==> config.mk <==
export PLATFORM = sky130hd
export DESIGN_NAME = gp_regfile_flat
export DESIGN_NICKNAME = d
export VERILOG_FILES = /design/src/rtl/vr16_pkg.sv /design/src/rtl/gp_regfile_if.sv /design/src/rtl/gp_scoreboard.sv /design/src/rtl/gp_regfile.sv /design/src/flat_wrapper.sv
export SDC_FILE = /design/constraint.sdc
export NUM_CORES = 1
export LEC_CHECK = 0
export CORE_UTILIZATION = 24
export DETAILED_ROUTE_END_ITERATION = 12
export GPL_TIMING_DRIVEN = 0
export PLACE_DENSITY = 0.55
export REMOVE_ABC_BUFFERS = 1
export SYNTH_ARGS = -nofsm -noshare
export SYNTH_HDL_FRONTEND = slang
export SYNTH_SLANG_ARGS = --single-unit
==> constraint.sdc <==
create_clock -name clk -period 3.65 [get_ports clk]
set_input_delay 1.095 -clock clk [delete_from_list [all_inputs] [get_ports clk]]
set_output_delay 1.095 -clock clk [all_outputs]
set_load 0.1 [all_outputs]
==> src/rtl/vr16_pkg.sv <==
`default_nettype none
// ============================================================================
// Module   : vr16_pkg
// Purpose  : Shared definitions for the VR16 register bank family. Holds the
//            default geometry, the architectural register index constants and
//            the address type sized from the default register count.
// Ports    : none (package)
// Revision : 1.0 - initial parametrised release
// ============================================================================
package vr16_pkg;

  localparam int VR16_DATA_W   = 16;
  localparam int VR16_NUM_REGS = 4;
  localparam int VR16_ADDR_W   = $clog2(VR16_NUM_REGS);

  typedef logic [VR16_ADDR_W-1:0] addr_t;

  // Architectural names of the four legacy VR16 registers
  localparam addr_t REG_A = addr_t'(0);
  localparam addr_t REG_B = addr_t'(1);
  localparam addr_t REG_C = addr_t'(2);
  localparam addr_t REG_D = addr_t'(3);

endpackage
`default_nettype wire

==> src/rtl/gp_regfile_if.sv <==
`default_nettype none
// ============================================================================
// Module   : gp_regfile_if
// Purpose  : Bundles the write port, reserve port, two read ports and the
//            debug/scoreboard views of gp_regfile.
// Ports    : master - control unit / datapath side (drives addresses, data)
//            slave  - register file side (drives read data, busy, write_done)
// Revision : 1.0 - initial parametrised release
// ============================================================================
interface gp_regfile_if
  import vr16_pkg::*;
#(
  parameter int DATA_W   = VR16_DATA_W,
  parameter int NUM_REGS = VR16_NUM_REGS
);
  localparam int ADDR_W = $clog2(NUM_REGS);

  logic                         write_enable;
  logic [ADDR_W-1:0]            write_addr;
  logic [DATA_W-1:0]            write_data;
  logic                         write_done;
  logic                         reserve_en;
  logic [ADDR_W-1:0]            reserve_addr;
  logic [ADDR_W-1:0]            rd_addr_a;
  logic [DATA_W-1:0]            rd_data_a;
  logic                         rd_busy_a;
  logic [ADDR_W-1:0]            rd_addr_b;
  logic [DATA_W-1:0]            rd_data_b;
  logic                         rd_busy_b;
  logic [NUM_REGS-1:0]          busy_vec;
  logic [NUM_REGS*DATA_W-1:0]   regs_flat;

  modport master (
    output write_enable, write_addr, write_data,
    output reserve_en, reserve_addr,
    output rd_addr_a, rd_addr_b,
    input  write_done, rd_data_a, rd_busy_a, rd_data_b, rd_busy_b,
    input  busy_vec, regs_flat
  );

  modport slave (
    input  write_enable, write_addr, write_data,
    input  reserve_en, reserve_addr,
    input  rd_addr_a, rd_addr_b,
    output write_done, rd_data_a, rd_busy_a, rd_data_b, rd_busy_b,
    output busy_vec, regs_flat
  );

endinterface
`default_nettype wire

==> src/rtl/gp_scoreboard.sv <==
`default_nettype none
// ============================================================================
// Module   : gp_scoreboard
// Purpose  : Per-register busy tracking. A reserve marks a register busy, a
//            write clears it; when both hit the same register the reserve
//            wins because a newer producer is already in flight. Addresses
//            at or beyond NUM_REGS are masked out.
// Ports    : clk, reset              - clock, synchronous active-high reset
//            write_enable/write_addr - write port strobe and index
//            reserve_en/reserve_addr - reserve strobe and index
//            busy_vec                - busy bit per register
//            write_ok                - write strobe qualified by range check
// Revision : 1.0 - initial release
// ============================================================================
module gp_scoreboard #(
  parameter int NUM_REGS = 4,
  parameter int ADDR_W   = 2
) (
  input  logic                clk,
  input  logic                reset,
  input  logic                write_enable,
  input  logic [ADDR_W-1:0]   write_addr,
  input  logic                reserve_en,
  input  logic [ADDR_W-1:0]   reserve_addr,
  output logic [NUM_REGS-1:0] busy_vec,
  output logic                write_ok
);

  // One extra bit so that NUM_REGS itself is representable (e.g. 64 with 6-bit addresses)
  localparam logic [ADDR_W:0] REG_LIMIT = (ADDR_W+1)'(NUM_REGS);

  logic reserve_ok;

  assign write_ok   = write_enable && ({1'b0, write_addr}   < REG_LIMIT);
  assign reserve_ok = reserve_en   && ({1'b0, reserve_addr} < REG_LIMIT);

  always_ff @(posedge clk) begin
    if (reset) begin
      busy_vec <= '0;
    end else begin
      for (int i = 0; i < NUM_REGS; i++) begin
        // Set is checked first so a same-register reserve overrides the clear
        if (reserve_ok && (reserve_addr == ADDR_W'(i))) begin
          busy_vec[i] <= 1'b1;
        end else if (write_ok && (write_addr == ADDR_W'(i))) begin
          busy_vec[i] <= 1'b0;
        end
      end
    end
  end

endmodule
`default_nettype wire

==> src/rtl/gp_regfile.sv <==
`default_nettype none
// ============================================================================
// Module   : gp_regfile
// Purpose  : NUM_REGS x DATA_W general-purpose register file with one write
//            port, two combinational read ports, a busy scoreboard and a
//            one-cycle write_done acknowledge.
// Ports    : clk   - system clock, rising-edge active
//            reset - synchronous active-high reset
//            bus   - gp_regfile_if.slave: write/reserve/read ports, busy_vec,
//                    write_done and the regs_flat debug view
// Options  : GP_REGFILE_BYPASS_EN - forward the in-flight write data (and a
//            cleared busy, unless re-reserved in the same cycle) to read
//            ports addressing the register being written.
// Revision : 1.0 - initial parametrised release
// ============================================================================
module gp_regfile
  import vr16_pkg::*;
#(
  parameter int DATA_W   = VR16_DATA_W,
  parameter int NUM_REGS = VR16_NUM_REGS
) (
  input  logic        clk,
  input  logic        reset,
  gp_regfile_if.slave bus
);

  localparam int ADDR_W = $clog2(NUM_REGS);

  logic [DATA_W-1:0]          regs [NUM_REGS];
  logic [NUM_REGS-1:0]        busy;
  logic                       write_ok;
  logic                       done_pulse;
  logic [NUM_REGS*DATA_W-1:0] flat;
  logic [DATA_W-1:0]          data_a;
  logic [DATA_W-1:0]          data_b;
  logic                       busy_a;
  logic                       busy_b;

  gp_scoreboard #(
    .NUM_REGS (NUM_REGS),
    .ADDR_W   (ADDR_W)
  ) u_scoreboard (
    .clk          (clk),
    .reset        (reset),
    .write_enable (bus.write_enable),
    .write_addr   (bus.write_addr),
    .reserve_en   (bus.reserve_en),
    .reserve_addr (bus.reserve_addr),
    .busy_vec     (busy),
    .write_ok     (write_ok)
  );

  // Storage and the write acknowledge
  always_ff @(posedge clk) begin
    if (reset) begin
      for (int i = 0; i < NUM_REGS; i++) begin
        regs[i] <= '0;
      end
      done_pulse <= 1'b0;
    end else begin
      done_pulse <= write_ok;
      for (int i = 0; i < NUM_REGS; i++) begin
        if (write_ok && (bus.write_addr == ADDR_W'(i))) begin
          regs[i] <= bus.write_data;
        end
      end
    end
  end

  always_comb begin
    flat = '0;
    for (int i = 0; i < NUM_REGS; i++) begin
      flat[i*DATA_W +: DATA_W] = regs[i];
    end
  end

  // Read port A: the compare loop leaves out-of-range addresses at 0 / not busy
  always_comb begin
    data_a = '0;
    busy_a = 1'b0;
    for (int i = 0; i < NUM_REGS; i++) begin
      if (bus.rd_addr_a == ADDR_W'(i)) begin
        data_a = regs[i];
        busy_a = busy[i];
      end
    end
`ifdef GP_REGFILE_BYPASS_EN
    if (write_ok && (bus.write_addr == bus.rd_addr_a)) begin
      data_a = bus.write_data;
      // write_ok already implies the address is in range
      busy_a = bus.reserve_en && (bus.reserve_addr == bus.write_addr);
    end
`endif
  end

  // Read port B: same structure as port A
  always_comb begin
    data_b = '0;
    busy_b = 1'b0;
    for (int i = 0; i < NUM_REGS; i++) begin
      if (bus.rd_addr_b == ADDR_W'(i)) begin
        data_b = regs[i];
        busy_b = busy[i];
      end
    end
`ifdef GP_REGFILE_BYPASS_EN
    if (write_ok && (bus.write_addr == bus.rd_addr_b)) begin
      data_b = bus.write_data;
      busy_b = bus.reserve_en && (bus.reserve_addr == bus.write_addr);
    end
`endif
  end

  assign bus.rd_data_a  = data_a;
  assign bus.rd_busy_a  = busy_a;
  assign bus.rd_data_b  = data_b;
  assign bus.rd_busy_b  = busy_b;
  assign bus.busy_vec   = busy;
  assign bus.regs_flat  = flat;
  assign bus.write_done = done_pulse;

endmodule
`default_nettype wire
==> src/flat_wrapper.sv <==
// flat-port wrapper written by rule: the top's interface ports become plain ports
module gp_regfile_flat import vr16_pkg::*;
#(
  parameter int DATA_W   = VR16_DATA_W,
  parameter int NUM_REGS = VR16_NUM_REGS
)
  (clk, reset, bus_write_enable, bus_write_addr, bus_write_data, bus_reserve_en, bus_reserve_addr, bus_rd_addr_a, bus_rd_addr_b, bus_write_done, bus_rd_data_a, bus_rd_busy_a, bus_rd_data_b, bus_rd_busy_b, bus_busy_vec, bus_regs_flat);
  gp_regfile_if #(.DATA_W(DATA_W), .NUM_REGS(NUM_REGS)) bus_i ();
  input  logic clk;
  input  logic reset;
  input wire logic [$bits(bus_i.write_enable)-1:0] bus_write_enable;
  input wire logic [$bits(bus_i.write_addr)-1:0] bus_write_addr;
  input wire logic [$bits(bus_i.write_data)-1:0] bus_write_data;
  input wire logic [$bits(bus_i.reserve_en)-1:0] bus_reserve_en;
  input wire logic [$bits(bus_i.reserve_addr)-1:0] bus_reserve_addr;
  input wire logic [$bits(bus_i.rd_addr_a)-1:0] bus_rd_addr_a;
  input wire logic [$bits(bus_i.rd_addr_b)-1:0] bus_rd_addr_b;
  output wire logic [$bits(bus_i.write_done)-1:0] bus_write_done;
  output wire logic [$bits(bus_i.rd_data_a)-1:0] bus_rd_data_a;
  output wire logic [$bits(bus_i.rd_busy_a)-1:0] bus_rd_busy_a;
  output wire logic [$bits(bus_i.rd_data_b)-1:0] bus_rd_data_b;
  output wire logic [$bits(bus_i.rd_busy_b)-1:0] bus_rd_busy_b;
  output wire logic [$bits(bus_i.busy_vec)-1:0] bus_busy_vec;
  output wire logic [$bits(bus_i.regs_flat)-1:0] bus_regs_flat;
  assign bus_i.write_enable = bus_write_enable;
  assign bus_i.write_addr = bus_write_addr;
  assign bus_i.write_data = bus_write_data;
  assign bus_i.reserve_en = bus_reserve_en;
  assign bus_i.reserve_addr = bus_reserve_addr;
  assign bus_i.rd_addr_a = bus_rd_addr_a;
  assign bus_i.rd_addr_b = bus_rd_addr_b;
  assign bus_write_done = bus_i.write_done;
  assign bus_rd_data_a = bus_i.rd_data_a;
  assign bus_rd_busy_a = bus_i.rd_busy_a;
  assign bus_rd_data_b = bus_i.rd_data_b;
  assign bus_rd_busy_b = bus_i.rd_busy_b;
  assign bus_busy_vec = bus_i.busy_vec;
  assign bus_regs_flat = bus_i.regs_flat;
  gp_regfile #(.DATA_W(DATA_W), .NUM_REGS(NUM_REGS)) u_core (.clk(clk), .reset(reset), .bus(bus_i));
endmodule
After elaboration in Yosys (flattened, before gate mapping)
Memories as Yosys holds them, arrays and structs flattened.
Index checks and enable logic that the tools add are counted.
{"block": "totals", "mem_count": 1, "inputBits": 28, "ramBits": 64, "regBits": 5, "output_inout_bits": 103, "wordCells": 80}
{"name": "u_core.regs", "words": 4, "width": 16, "rd": 4, "rd_ports_with_merged_regs": 0, "write_ports": 4, "line_no": "gp_regfile.sv:29", "rtl": "logic [DATA_W-1:0] regs [NUM_REGS];"}
{"block": "classes", "bitwise_logic": 4, "reduce_logical": 16, "eq_ne": 12, "muxes": 42}
{"cell": "$mux W16", "count": 12}
{"cell": "$mux W1", "count": 30}
{"cell": "$eq A2 B2 Y1 const B", "count": 8}
{"cell": "$eq A2 B1 Y1 const B", "count": 4}
{"cell": "$logic_and A1 B1 Y1", "count": 8}
{"cell": "$logic_not A2 Y1", "count": 4}
{"cell": "$reduce_bool A2 Y1", "count": 4}
{"cell": "$or A1 B1 Y1", "count": 4}

Logic depth before layout (Yosys ltp)
{"block": "depth", "depth_word": 6, "mapped_depth": 4, "depth_no_buf": 2}

Cells and area by module
Synthesis repeated with hierarchy kept, for this count alone.
{"block": "hier_totals", "cells_unflattened": 228, "hier_area_um2": 3527.1}
{"mod": "gp_regfile", "cells_per_inst": 208, "seq_area_each_um2": 1941.9, "area_each_um2": 3320.7, "n_inst": 1}
{"mod": "gp_scoreboard", "cells_per_inst": 20, "seq_area_each_um2": 80.1, "area_each_um2": 206.4, "n_inst": 1}

Least setup slack after synthesis
Ideal clock, no wire load.
{"block": "synth_path", "kind": "input to output", "start": "in bus_rd_addr_a[0]", "end": "out bus_rd_data_a[10]", "arrival_ns": 2.168, "stages": 3, "path_slack_ns": 0.387, "path_buffers": 2, "required_ns": 2.555, "path_cell_list": "buf_6 -> buf_8 -> mux4_2"}
{"block": "synth_via", "elab_chain_len": 5, "word_cells_on_any_way": 8, "classes_between": "3 x eq/ne; 4 x mux; 1 x reduce/logical"}
{"element": "start, declared", "line_no": "flat_wrapper.sv:16", "rtl": "input wire logic [$bits(bus_i.rd_addr_a)-1:0] bus_rd_addr_a;"}
{"element": "$logic_not A2 Y1", "line_no": "gp_regfile.sv:82", "rtl": "if (bus.rd_addr_a == ADDR_W'(i)) begin"}
{"element": "$mux W16 (3 in a row)", "line_no": "gp_regfile.sv:82"}
{"element": "$mux W16 (*)", "line_no": "gp_regfile.sv:82"}
{"element": "end, declared", "line_no": "flat_wrapper.sv:19", "rtl": "output wire logic [$bits(bus_i.rd_data_a)-1:0] bus_rd_data_a;"}
Every way passes the cells marked *; elsewhere a longest branch is shown, timed or not.

Worst setup path after layout
{"block": "layout_path", "start": "in bus_rd_addr_a[1]", "end": "out bus_rd_data_a[13]"}
Same word-level chain as after synthesis.

==> impl_metrics.py <==
metrics = {
    "grt": {
        "grt_use_total_pct": 14.25,
        "grt_pass1_wl_um": 14810,
        "antenna_found_initial": 0,
        "first_global_vias": 2369,
        "grt_max_degree": 18,
        "grt-ovfl-total": 0,
    },
    "routing": {
        "drt-initial-drc-count": 84,
        "vias": 2308,
        "drc": 0,
        "first_pass_iters": 4,
        "wl_um": 10410,
        "drt-wirelength-per-cell_um": 20.21,
        "viasPerCell": 4.482,
        "drtAntennaViolNets": 0,
    },
    "worst_setup_path": {
        "crit_arrival_ns": 2.46,
        "cp_data_required_time_ns": 2.55,
        "crit_path_start_kind": "primary input",
        "cp_max_fo": 17,
        "crit_path_end_kind": "output port",
        "criticalPathCategory": "in -> out",
    },
    "final_layout": {
        "fillers": 1362,
        "syn2layout_area_growth_pct": 47.63,
        "stdcell_area_mm2": 0.005177,
        "fin_util_pct": 36.87,
        "fin_nets": 359,
        "drive_above_1_share_pct": 27.25,
        "final_cell_count_no_fill": 515,
    },
    "pwr": {
        "p_per_area_mw_per_mm2": 552.9,
        "netSwitchingPower_mw": 1.238,
        "leakagePower_nw": 1.806,
        "clkPwrFrac_pct": 26.4,
        "p_seq_share_pct": 33.8,
        "ir_worst_vdd_mv": 0.1614,
        "netSwitchingFraction_pct": 43.26,
        "intPower_mw": 1.624,
        "power_frac_comb_pct": 39.8,
    },
    "die": {
        "start_util_pct": 24.98,
        "fp.dieH_um": 122.9,
        "die_w_um": 122.9,
        "coreArea_mm2": 0.01404,
        "die_area_mm2": 0.01510,
        "ios": 131,
        "fp-row-count": 43,
    },
    "sta": {
        "drv_slew": 0,
        "min_period_over_period_pct": 97.46,
        "finalCriticalPeriod_ns": 3.557,
        "rsz0062_at_grt": "false",
        "setup_viol": 0,
        "slew_headroom_pct": 25.91,
        "max_freq_mhz": 281.1,
        "timing.hold.ws_ns": 0.5212,
        "worst_pin_slew_ns": 1.107,
        "hold_viol_final": 0,
        "skew_ns": 0,
    },
    "placement": {
        "dpl.cell_count": 500,
        "hpwl_um": 6536,
        "place_area_mm2": 0.004902,
        "globalplace.congestion": 0.7261,
        "port_buffers": 130,
    },
    "synthesis": {
        "mappedNetlistArea_mm2": 0.003507,
        "synth_cells": 203,
        "yosysUniqueCellTypes": 26,
        "yosys_register_bits": 69,
        "synth_area_per_cell_um2": 17.28,
        "yosysWarnings": 0,
        "ys_seq_area_share_pct": 57.65,
    },
    "clock_network": {
        "path_clk_slew_ns": 0.05,
        "post_cts_buffers": 0,
        "clockRootBuffer": "clkbuf_16",
        "clkSinkCount": 69,
        "cts_max_path_buffers": 2,
        "numCtsBuffers": 9,
        "clkLatencyLatePin_ns": 0.32,
        "cts_max_level": 3,
        "tritoncts": "yes",
    },
    "hold_path": {
        "min_path_type": "reg -> reg",
    },
    "flow_run": {
        "maxCapViolCount": 0,
    },
    "run_status": {
        "status": "completed",
    },
}
registers in the layout, indices dropped and copies added, names as in the netlist:
| register | count |
|---|---|
| u_core.bus.write_done | 1 |
| u_core.regs | 64 |
| u_core.u_scoreboard.busy_vec | 4 |
path summary, 6_finish.rpt:
| path | end | slack [ns] | cells past startpoint | startpoint |
|---|---|---|---|---|
| max | bus_rd_data_a[13] | 0.09 | 3 | bus_rd_addr_a[1] |
| max reg2reg | u_core.u_scoreboard.busy_vec[2] | 2.88 | 2 | u_core.u_scoreboard.busy_vec[2] |
| min | u_core.u_scoreboard.busy_vec[2] | 0.52 | 2 | u_core.u_scoreboard.busy_vec[2] |
| min reg2reg | u_core.u_scoreboard.busy_vec[2] | 0.52 | 2 | u_core.u_scoreboard.busy_vec[2] |
cell type report:
cell class                      instances  area (um^2)  share of cell area (%)
Antenna cell                            1        2.502                 0.04833
Clock buffer                           10        229.0                   4.422
Clock inverter                          4        17.52                  0.3383
Inverter                                4        15.01                  0.2900
Multi-Input combinational cell        117         1349                   26.05
Sequential cell                        69         2022                   39.05
Tap cell                              180        225.2                   4.350
Timing Repair Buffer                  130         1318                   25.45
routing by layer:
layer  wire, um  up-vias  global-route usage [%]  share of wire, %
met3        520       10                   3.346               5.0
met4        108        0                   4.345               1.0
met1       4512     1177                   18.34                43
met2       5266       71                   23.63                51
met5          0        -                       0                 0
li1           -     1050                       -                 -
timing repair:
action                     4_1_cts  5_1_grt
setup endpoints to repair       34       12
gates resized for setup        121        1
hold buffers                     0        0
synth_stat cells:
library cell	number	share of area, %
or2_2	2	0.36
and2_1	63	11
and4bb_4	2	0.93
and2_2	1	0.21
buf_4	2	0.43
nor4b_4	1	0.68
o2bb2ai_1	1	0.25
o32ai_1	1	0.25
nand2b_1	1	0.18
edfxtp_1	64	55
buf_2	2	0.29
and3b_1	1	0.25
inv_1	4	0.43
buf_6	5	1.6
o22ai_1	1	0.18
a32o_1	1	0.29
clkbuf_2	2	0.29
and2b_1	1	0.21
a31o_2	1	0.25
mux4_2	34	22
nor3b_1	2	0.43
nand2_1	1	0.11
dfxtp_1	5	2.9
and4b_4	1	0.39
buf_8	2	0.86
nand3b_1	2	0.43
stage by stage:
stage,TNS [ns],worst slack [ns],power [mW]
2_1_floorplan,0,0.7095,1.851
3_3_place_gp,-58.44,-1.762,2.147
3_5_place_dp,-46.02,-1.434,2.148
4_1_cts,0,0.001154,2.885
5_1_grt,0,0.05515,2.951
6_report,0,0.09261,2.863
critical path: stages:
cell and delay, ns:
buf_2 0.47, mux4_2 0.41, clkdlybuf4s15_2 0.48
power groups by stage:
stage | Sequential (mW) | Combinational [mW] | Clock (mW)
global route | 0.976 | 1.17 | 0.809
detailed placement | 0.984 | 1.16 | 0
CTS | 0.968 | 1.15 | 0.769
finish | 0.967 | 1.14 | 0.757
floorplan | 1.39 | 0.463 | 0
global placement | 0.981 | 1.17 | 0
cell families (layout without fill, tap and decap cells):
family,count (synthesis),after routing,share of synthesized area (%)
buffers and inverters,17,148,3.888
DFF,69,69,57.65
other,0,1,0
and+or+nand+nor,78,78,15.41
AOI/OAI and AO/OA,5,5,1.213
muxes,34,34,21.83
cell usage in the layout, fill, tap and decap left out, drive strengths merged, types with 2 or more instances in the layout:
cell / synthesis / layout
mux4: 34 / 34
nand3b: 2 / 2
inv: 4 / 4
dfxtp: 5 / 5
edfxtp: 64 / 64
clkdlybuf4s15: 0 / 31
clkinv: 0 / 4
buf: 11 / 7
and2: 64 / 64
nor3b: 2 / 2
or2: 2 / 2
clkbuf: 2 / 10
clkdlybuf4s50: 0 / 92
and4bb: 2 / 2
(Power assumes the default switching activity.)
